### config.mk
export PLATFORM = sky130hd
export DESIGN_NAME = measure_sequencer
export DESIGN_NICKNAME = d
export VERILOG_FILES = /design/src/rtl/measure_seq_pkg.sv /design/src/rtl/wb_single_access.sv /design/src/rtl/measure_sequencer.sv
export SDC_FILE = /design/constraint.sdc
export NUM_CORES = 1
export LEC_CHECK = 0
export ABC_AREA = 1
export CAP_MARGIN = 10
export CORE_AREA = 2 2 148 150
export DETAILED_ROUTE_END_ITERATION = 7
export DIE_AREA = 0 0 150 152
export GPL_ROUTABILITY_DRIVEN = 0
export PLACE_DENSITY = 0.75
export SLEW_MARGIN = 20
export SYNTH_ARGS = -nofsm -noshare
export SYNTH_HDL_FRONTEND = slang
export SYNTH_HIERARCHICAL = 1
export SYNTH_SLANG_ARGS = --single-unit
### constraint.sdc
create_clock -name clk_i -period 2 [get_ports clk_i]
set_input_delay 0.4 -clock clk_i [delete_from_list [all_inputs] [get_ports clk_i]]
set_output_delay 0.4 -clock clk_i [all_outputs]
set_load 0.01 [all_outputs]
### src/rtl/measure_seq_pkg.sv
// Shared constants for the frequency-measurement sequencer: counter register map,
// bus protocol limits, fault codes and FSM state encodings.
package measure_seq_pkg;

    localparam logic [31:0] CNT_BASE    = 32'h0000_0100;
    localparam logic [31:0] OFF_GATE    = 32'h0000_0000;
    localparam logic [31:0] OFF_CTRL    = 32'h0000_0004;
    localparam logic [31:0] OFF_STATUS  = 32'h0000_0008;
    localparam logic [31:0] OFF_COARSE  = 32'h0000_000C;
    localparam logic [31:0] OFF_FINE    = 32'h0000_0010;

    localparam logic [7:0]  ACC_TIMEOUT = 8'd255;
    localparam logic [1:0]  MAX_RETRY   = 2'd3;
    localparam logic [4:0]  POLL_GAP    = 5'd16;
    localparam logic [15:0] POLL_MAX    = 16'd65535;

    localparam logic [1:0]  FC_NONE     = 2'd0;
    localparam logic [1:0]  FC_BUS_ERR  = 2'd1;
    localparam logic [1:0]  FC_RETRY    = 2'd2;
    localparam logic [1:0]  FC_TIMEOUT  = 2'd3;

    localparam logic [3:0]  ST_IDLE      = 4'd0;
    localparam logic [3:0]  ST_WR_GATE   = 4'd1;
    localparam logic [3:0]  ST_WR_START  = 4'd2;
    localparam logic [3:0]  ST_POLL_RD   = 4'd3;
    localparam logic [3:0]  ST_POLL_WAIT = 4'd4;
    localparam logic [3:0]  ST_RD_COARSE = 4'd5;
    localparam logic [3:0]  ST_RD_FINE   = 4'd6;
    localparam logic [3:0]  ST_DONE      = 4'd7;
    localparam logic [3:0]  ST_FAULT     = 4'd8;

    function automatic logic [31:0] reg_addr(input logic [31:0] off);
        return CNT_BASE + off;
    endfunction

endpackage

### src/rtl/wb_single_access.sv
// Executes one Wishbone classic access with error/retry/timeout handling and
// reports completion as a one-cycle acc_done with a status code and read data.
module wb_single_access
    import measure_seq_pkg::*;
(
    input  logic        clk,
    input  logic        rst_n,
    input  logic        req,
    input  logic [31:0] req_addr,
    input  logic [31:0] req_wdata,
    input  logic        req_we,
    output logic [31:0] addr,
    output logic [31:0] wdata,
    output logic        we,
    output logic [3:0]  sel,
    output logic        cyc,
    input  logic [31:0] rdata_in,
    input  logic        ack,
    input  logic        err,
    input  logic        rty,
    output logic        acc_done,
    output logic [1:0]  acc_status,
    output logic [31:0] rdata
);

    logic [31:0] addr_r;
    logic [31:0] wdata_r;
    logic        we_r;
    logic [3:0]  sel_r;
    logic        cyc_r;
    logic        reissue_r;
    logic [7:0]  tmo_cnt_r;
    logic [1:0]  rty_cnt_r;
    logic        done_r;
    logic [1:0]  status_r;
    logic [31:0] rdata_r;

    // Bus cycle control; a retry spends exactly one idle cycle before reissuing the held access.
    always_ff @(posedge clk or negedge rst_n) begin
        if (!rst_n) begin
            addr_r    <= 32'd0;
            wdata_r   <= 32'd0;
            we_r      <= 1'b0;
            sel_r     <= 4'h0;
            cyc_r     <= 1'b0;
            reissue_r <= 1'b0;
            tmo_cnt_r <= 8'd0;
            rty_cnt_r <= 2'd0;
            done_r    <= 1'b0;
            status_r  <= FC_NONE;
            rdata_r   <= 32'd0;
        end else begin
            done_r <= 1'b0;
            if (cyc_r) begin
                if (err) begin
                    cyc_r    <= 1'b0;
                    done_r   <= 1'b1;
                    status_r <= FC_BUS_ERR;
                end else if (rty) begin
                    cyc_r <= 1'b0;
                    if (rty_cnt_r == MAX_RETRY) begin
                        done_r   <= 1'b1;
                        status_r <= FC_RETRY;
                    end else begin
                        rty_cnt_r <= rty_cnt_r + 2'd1;
                        reissue_r <= 1'b1;
                    end
                end else if (ack) begin
                    cyc_r    <= 1'b0;
                    done_r   <= 1'b1;
                    status_r <= FC_NONE;
                    rdata_r  <= rdata_in;
                end else if (tmo_cnt_r == ACC_TIMEOUT - 8'd1) begin
                    cyc_r    <= 1'b0;
                    done_r   <= 1'b1;
                    status_r <= FC_TIMEOUT;
                end else begin
                    tmo_cnt_r <= tmo_cnt_r + 8'd1;
                end
            end else if (reissue_r) begin
                cyc_r     <= 1'b1;
                reissue_r <= 1'b0;
                tmo_cnt_r <= 8'd0;
            end else if (req) begin
                cyc_r     <= 1'b1;
                addr_r    <= req_addr;
                wdata_r   <= req_we ? req_wdata : 32'd0;
                we_r      <= req_we;
                sel_r     <= 4'hF;
                tmo_cnt_r <= 8'd0;
                rty_cnt_r <= 2'd0;
            end else begin
                cyc_r <= 1'b0;
            end
        end
    end

    assign addr       = addr_r;
    assign wdata      = wdata_r;
    assign we         = we_r;
    assign sel        = sel_r;
    assign cyc        = cyc_r;
    assign acc_done   = done_r;
    assign acc_status = status_r;
    assign rdata      = rdata_r;

endmodule

### src/rtl/measure_sequencer.sv
// Second Wishbone master that runs one full gate/start/poll/readback measurement
// on the frequency counter and presents the captured counts.
module measure_sequencer
    import measure_seq_pkg::*;
(
    input  logic        clk_i,
    input  logic        rst_i,
    input  logic        start_i,
    input  logic [31:0] gate_i,
    output logic [31:0] addr_o,
    output logic [31:0] dat_o,
    input  logic [31:0] dat_i,
    output logic        we_o,
    output logic [3:0]  sel_o,
    output logic        cyc_o,
    output logic        stb_o,
    output logic        lock_o,
    input  logic        ack_i,
    input  logic        err_i,
    input  logic        rty_i,
    output logic        busy_o,
    output logic        done_o,
    output logic [31:0] coarse_o,
    output logic [31:0] fine_o,
    output logic        fault_o,
    output logic [1:0]  fault_code_o
);

    logic [3:0]  state_r;
    logic [15:0] poll_cnt_r;
    logic [4:0]  gap_cnt_r;
    logic [31:0] hold_coarse_r;
    logic        busy_r;
    logic        done_r;
    logic        fault_r;
    logic [1:0]  fault_code_r;
    logic [31:0] coarse_r;
    logic [31:0] fine_r;

    logic        req_s;
    logic [31:0] req_addr_s;
    logic [31:0] req_wdata_s;
    logic        req_we_s;
    logic        cyc_s;
    logic        acc_done_s;
    logic [1:0]  acc_status_s;
    logic [31:0] acc_rdata_s;
    logic        acc_ok_s;
    logic        acc_fail_s;

    assign acc_ok_s   = acc_done_s && (acc_status_s == FC_NONE);
    assign acc_fail_s = acc_done_s && (acc_status_s != FC_NONE);

    // Next access is requested in the same cycle the previous one reports done, keeping one idle gap.
    always_comb begin
        req_s       = 1'b0;
        req_addr_s  = 32'd0;
        req_wdata_s = 32'd0;
        req_we_s    = 1'b0;
        case (state_r)
            ST_IDLE: begin
                req_s       = start_i;
                req_addr_s  = reg_addr(OFF_GATE);
                req_wdata_s = gate_i;
                req_we_s    = 1'b1;
            end
            ST_WR_GATE: begin
                req_s       = acc_ok_s;
                req_addr_s  = reg_addr(OFF_CTRL);
                req_wdata_s = 32'd1;
                req_we_s    = 1'b1;
            end
            ST_WR_START: begin
                req_s      = acc_ok_s;
                req_addr_s = reg_addr(OFF_STATUS);
            end
            ST_POLL_RD: begin
                req_s      = acc_ok_s && acc_rdata_s[0];
                req_addr_s = reg_addr(OFF_COARSE);
            end
            ST_POLL_WAIT: begin
                req_s      = (gap_cnt_r == POLL_GAP - 5'd1);
                req_addr_s = reg_addr(OFF_STATUS);
            end
            ST_RD_COARSE: begin
                req_s      = acc_ok_s;
                req_addr_s = reg_addr(OFF_FINE);
            end
            default: begin
                req_s = 1'b0;
            end
        endcase
    end

    // Sequencing FSM; any failed access overrides the normal state flow.
    always_ff @(posedge clk_i or negedge rst_i) begin
        if (!rst_i) begin
            state_r       <= ST_IDLE;
            poll_cnt_r    <= 16'd0;
            gap_cnt_r     <= 5'd0;
            hold_coarse_r <= 32'd0;
            busy_r        <= 1'b0;
            done_r        <= 1'b0;
            fault_r       <= 1'b0;
            fault_code_r  <= FC_NONE;
            coarse_r      <= 32'd0;
            fine_r        <= 32'd0;
        end else begin
            done_r  <= 1'b0;
            fault_r <= 1'b0;
            if (acc_fail_s) begin
                state_r      <= ST_FAULT;
                fault_r      <= 1'b1;
                fault_code_r <= acc_status_s;
                busy_r       <= 1'b0;
            end else begin
                case (state_r)
                    ST_IDLE: begin
                        if (start_i) begin
                            busy_r       <= 1'b1;
                            fault_code_r <= FC_NONE;
                            state_r      <= ST_WR_GATE;
                        end
                    end
                    ST_WR_GATE: begin
                        if (acc_ok_s) begin
                            poll_cnt_r <= 16'd0;
                            state_r    <= ST_WR_START;
                        end
                    end
                    ST_WR_START: begin
                        if (acc_ok_s) begin
                            state_r <= ST_POLL_RD;
                        end
                    end
                    ST_POLL_RD: begin
                        if (acc_ok_s) begin
                            if (acc_rdata_s[0]) begin
                                state_r <= ST_RD_COARSE;
                            end else if (poll_cnt_r == POLL_MAX - 16'd1) begin
                                state_r      <= ST_FAULT;
                                fault_r      <= 1'b1;
                                fault_code_r <= FC_TIMEOUT;
                                busy_r       <= 1'b0;
                            end else begin
                                poll_cnt_r <= poll_cnt_r + 16'd1;
                                gap_cnt_r  <= 5'd1;
                                state_r    <= ST_POLL_WAIT;
                            end
                        end
                    end
                    ST_POLL_WAIT: begin
                        if (gap_cnt_r == POLL_GAP - 5'd1) begin
                            state_r <= ST_POLL_RD;
                        end else begin
                            gap_cnt_r <= gap_cnt_r + 5'd1;
                        end
                    end
                    ST_RD_COARSE: begin
                        if (acc_ok_s) begin
                            hold_coarse_r <= acc_rdata_s;
                            state_r       <= ST_RD_FINE;
                        end
                    end
                    ST_RD_FINE: begin
                        if (acc_ok_s) begin
                            coarse_r <= hold_coarse_r;
                            fine_r   <= acc_rdata_s;
                            done_r   <= 1'b1;
                            busy_r   <= 1'b0;
                            state_r  <= ST_DONE;
                        end
                    end
                    ST_DONE:  state_r <= ST_IDLE;
                    ST_FAULT: state_r <= ST_IDLE;
                    default:  state_r <= ST_IDLE;
                endcase
            end
        end
    end

    wb_single_access u_acc (
        .clk        (clk_i),
        .rst_n      (rst_i),
        .req        (req_s),
        .req_addr   (req_addr_s),
        .req_wdata  (req_wdata_s),
        .req_we     (req_we_s),
        .addr       (addr_o),
        .wdata      (dat_o),
        .we         (we_o),
        .sel        (sel_o),
        .cyc        (cyc_s),
        .rdata_in   (dat_i),
        .ack        (ack_i),
        .err        (err_i),
        .rty        (rty_i),
        .acc_done   (acc_done_s),
        .acc_status (acc_status_s),
        .rdata      (acc_rdata_s)
    );

    assign cyc_o        = cyc_s;
    assign stb_o        = cyc_s;
    assign lock_o       = 1'b0;
    assign busy_o       = busy_r;
    assign done_o       = done_r;
    assign fault_o      = fault_r;
    assign fault_code_o = fault_code_r;
    assign coarse_o     = coarse_r;
    assign fine_o       = fine_r;

endmodule

==> flow_metrics.py <==
metrics = {
    "timing": {
        "finalCritPeriodShare": 1.01,
        "final.setup.tns_ns": -0.0295,
        "rsz0062_at_grt": "true",
        "clock_skew_ns": 0.00774,
        "timing.final.ws_setup_ns": -0.0102,
        "hold_viol": 0,
        "setup_viol": 6,
        "finalMaxSlewViolations": 0,
        "timing.hold.ws_ns": 0.274,
        "clock.fmax_mhz": 497,
        "period_needed_ns": 2.01,
        "slew_headroom": 0.573,
        "tightest_slew_ns": 0.640,
    },
    "status": {
        "outcome": "complete, but fails checks",
        "violations": "setup timing",
    },
    "synth": {
        "postSynthCellCount": 1249,
        "synth_area_um2": 10400,
        "synth_seq_cells": 239,
        "synth.yosys.seq_area_share": 0.576,
        "synth_edf_count": 0,
        "synth.distinct_cells": 35,
        "yosys_warnings": 6,
        "async_reset_ff_frac": 1.00,
        "ys.flop_type": "dfrtp_1",
        "avgSynthCellArea_um2": 8.32,
    },
    "drt": {
        "drtIter0Drc": 532,
        "top_layer_used": "met4",
        "drt-total-wl_mm": 25.2,
        "viasPerCell": 4.83,
        "post_drt_wl_per_cell_um": 14.1,
        "wl_met3_mm": 2.00,
        "drt_first_pass_iters": 5,
        "m1WireLength_mm": 10.7,
        "dr_total_vias": 8668,
        "dr_wl_met2_mm": 12.0,
        "antenna_left": 0,
        "drc": 0,
    },
    "worst_setup_path": {
        "crit_type": "flip-flop to flip-flop",
        "path_max_fanout": 14,
        "path_cells": "ha_2 -> nand2_2 -> nor2_2 -> ha_2 -> nand2_2 -> o211ai_1 -> buf_4 -> nand3_4 -> buf_6 -> o21ai_0",
        "worstPathRequired_ns": 2.44,
        "slowest_stage": "dfrtp_1",
        "cp.arrival_ns": 2.45,
        "start_kind": "flip-flop",
        "end_kind": "flip-flop",
        "slowest_delay_ns": 0.40,
    },
    "cells_and_area": {
        "multi_input_area_um2": 3920,
        "drive_above_1_share": 0.103,
        "fin_nets": 1575,
        "fillers": 1734,
        "diodes": 0,
        "layout_common_cells": "nand2_1, dfrtp_1, clkdlybuf4s50_1",
        "seq_area_um2": 5980,
        "final_core_utilization": 0.666,
        "syn_to_final_growth_pct": 37.0,
        "layout_commonest_cell": "nand2_1",
    },
    "placement": {
        "port_buffers": 209,
        "dp_hpwl_mm": 16.1,
    },
    "cts": {
        "clockBufferDepth": 3,
        "htree_levels": 1,
        "cts_made_buffers": 25,
        "numClockSinks": 239,
        "path_clk_slew_ns": 0.06,
        "cts-root-buf": "clkbuf_16",
        "insertion_delay_ns": 0.52,
        "tritoncts": "yes",
    },
    "grt": {
        "grt_usage": 0.214,
        "grt-ovfl-total": 0,
        "grt_pass1_wl_mm": 40.3,
        "antenna_found_initial": 0,
        "grt_pass1_vias": 8187,
        "grt_max_degree": 102,
    },
    "hold_path": {
        "hold_path_class": "input port to async pin",
    },
    "floorplanning": {
        "row_count": 54,
        "die_x_um": 150,
        "initial_utilization": 0.486,
        "dieHeight_um": 152,
        "pin_count": 211,
        "coreArea_um2": 21400,
        "dieArea_um2": 22800,
    },
    "power": {
        "power.density_nw_per_um2": 1240,
        "power_leakage_nw": 7.03,
        "ir_drop_mv": 0.723,
    },
    "run": {
        "max_cap_viol_count": 0,
    },
}
==> repair_timing <==
action | 4_1_cts | 5_1_grt
hold endpoints to repair | 138 | 0
setup buffers | 0 | 3
gates cloned | 0 | 8
hold buffers | 1 | 0
endpoints found under the setup margin | 2 | 97
resized for setup | 1 | 92
pin swaps | 0 | 8
==> cell usage after synthesis (all sizes together), types with 5 or more instances <==
cell type | n | area [um2]
nor2 | 78 | 330
xor2 | 7 | 61.3
nand2 | 486 | 1840
or2 | 5 | 31.3
dfrtp | 239 | 5980
o21ai | 164 | 825
inv | 137 | 514
nand3 | 46 | 248
ha | 7 | 87.6
nand4 | 8 | 56.3
clkbuf | 20 | 75.1
buf | 35 | 224
==> where the power goes <==
group          internal, mW  switching, mW  total, mW
sequential             6.02          0.811       6.83
clock                  2.95           1.85       4.81
combinational          2.74           3.23       5.97
==> through the flow <==
stage	area, um2	cells	power, mW	worst slack [ns]
2_1_floorplan	10500	1277	9.60	0.189
3_3_place_gp	13000	1739	12.0	0.0777
3_5_place_dp	13000	1739	12.1	0.0515
4_1_cts	13800	1784	17.0	0.00164
5_1_grt	14200	1795	18.7	-0.142
6_report	14200	1795	17.6	-0.0102
==> worst max-delay path, delay by kind of cell, from the launching register on <==
family	cells	cell delay, ns
and+or+nand+nor	4	0.43
buffers and inverters	2	0.42
adders and majority gates	2	0.42
DFF	1	0.40
AOI/OAI and AO/OA	2	0.26
==> worst paths after layout <==
path	from	depth (start not counted)	to	slack (ns)
max	gap_cnt_r[0]	10	u_acc/wdata[19]	-0.01
min	rst_i	2	u_acc/wdata[11]	0.27
max reg2reg	gap_cnt_r[0]	10	u_acc/wdata[19]	-0.01
min reg2reg	coarse_o[19]	2	coarse_o[19]	0.47
max in group asynchronous	rst_i	3	hold_coarse_r[19]	0.99
min in group clk_i	dat_i[3]	3	u_acc/rdata[3]	0.43
==> cell type report <==
cell class / instances / share of cell area
Timing Repair Buffer: 248 / 0.182
Clock inverter: 6 / 0.00844
Tap cell: 280 / 0.0246
Inverter: 137 / 0.0365
Multi-Input combinational cell: 847 / 0.275
Clock buffer: 38 / 0.0523
Sequential cell: 239 / 0.421
==> flip-flops by register name, indices dropped and copies added (netlist names), 4 cells and up <==
name	cells
coarse_o	32
fine_o	32
hold_coarse_r	32
u_acc/addr	32
u_acc/rdata	32
u_acc/wdata	32
poll_cnt_r	16
u_acc/tmo_cnt_r	8
gap_cnt_r	5
state_r	4
==> cell families after synthesis <==
kind of cell,after synthesis,share of synthesized area
compound gates,173,0.0855
xor+xnor,8,0.00675
fa+ha+maj,7,0.00843
buf+inv,192,0.0783
flops,239,0.576
other cells,1,0.000361
simple gates,629,0.245
==> routing by layer <==
layer	GRT usage	vias to the layer above
met5	0	-
met3	0.0559	42
li1	-	4340
met1	0.288	4003
met4	0.0593	0
met2	0.346	283
Power figures use the tool's default switching activity.
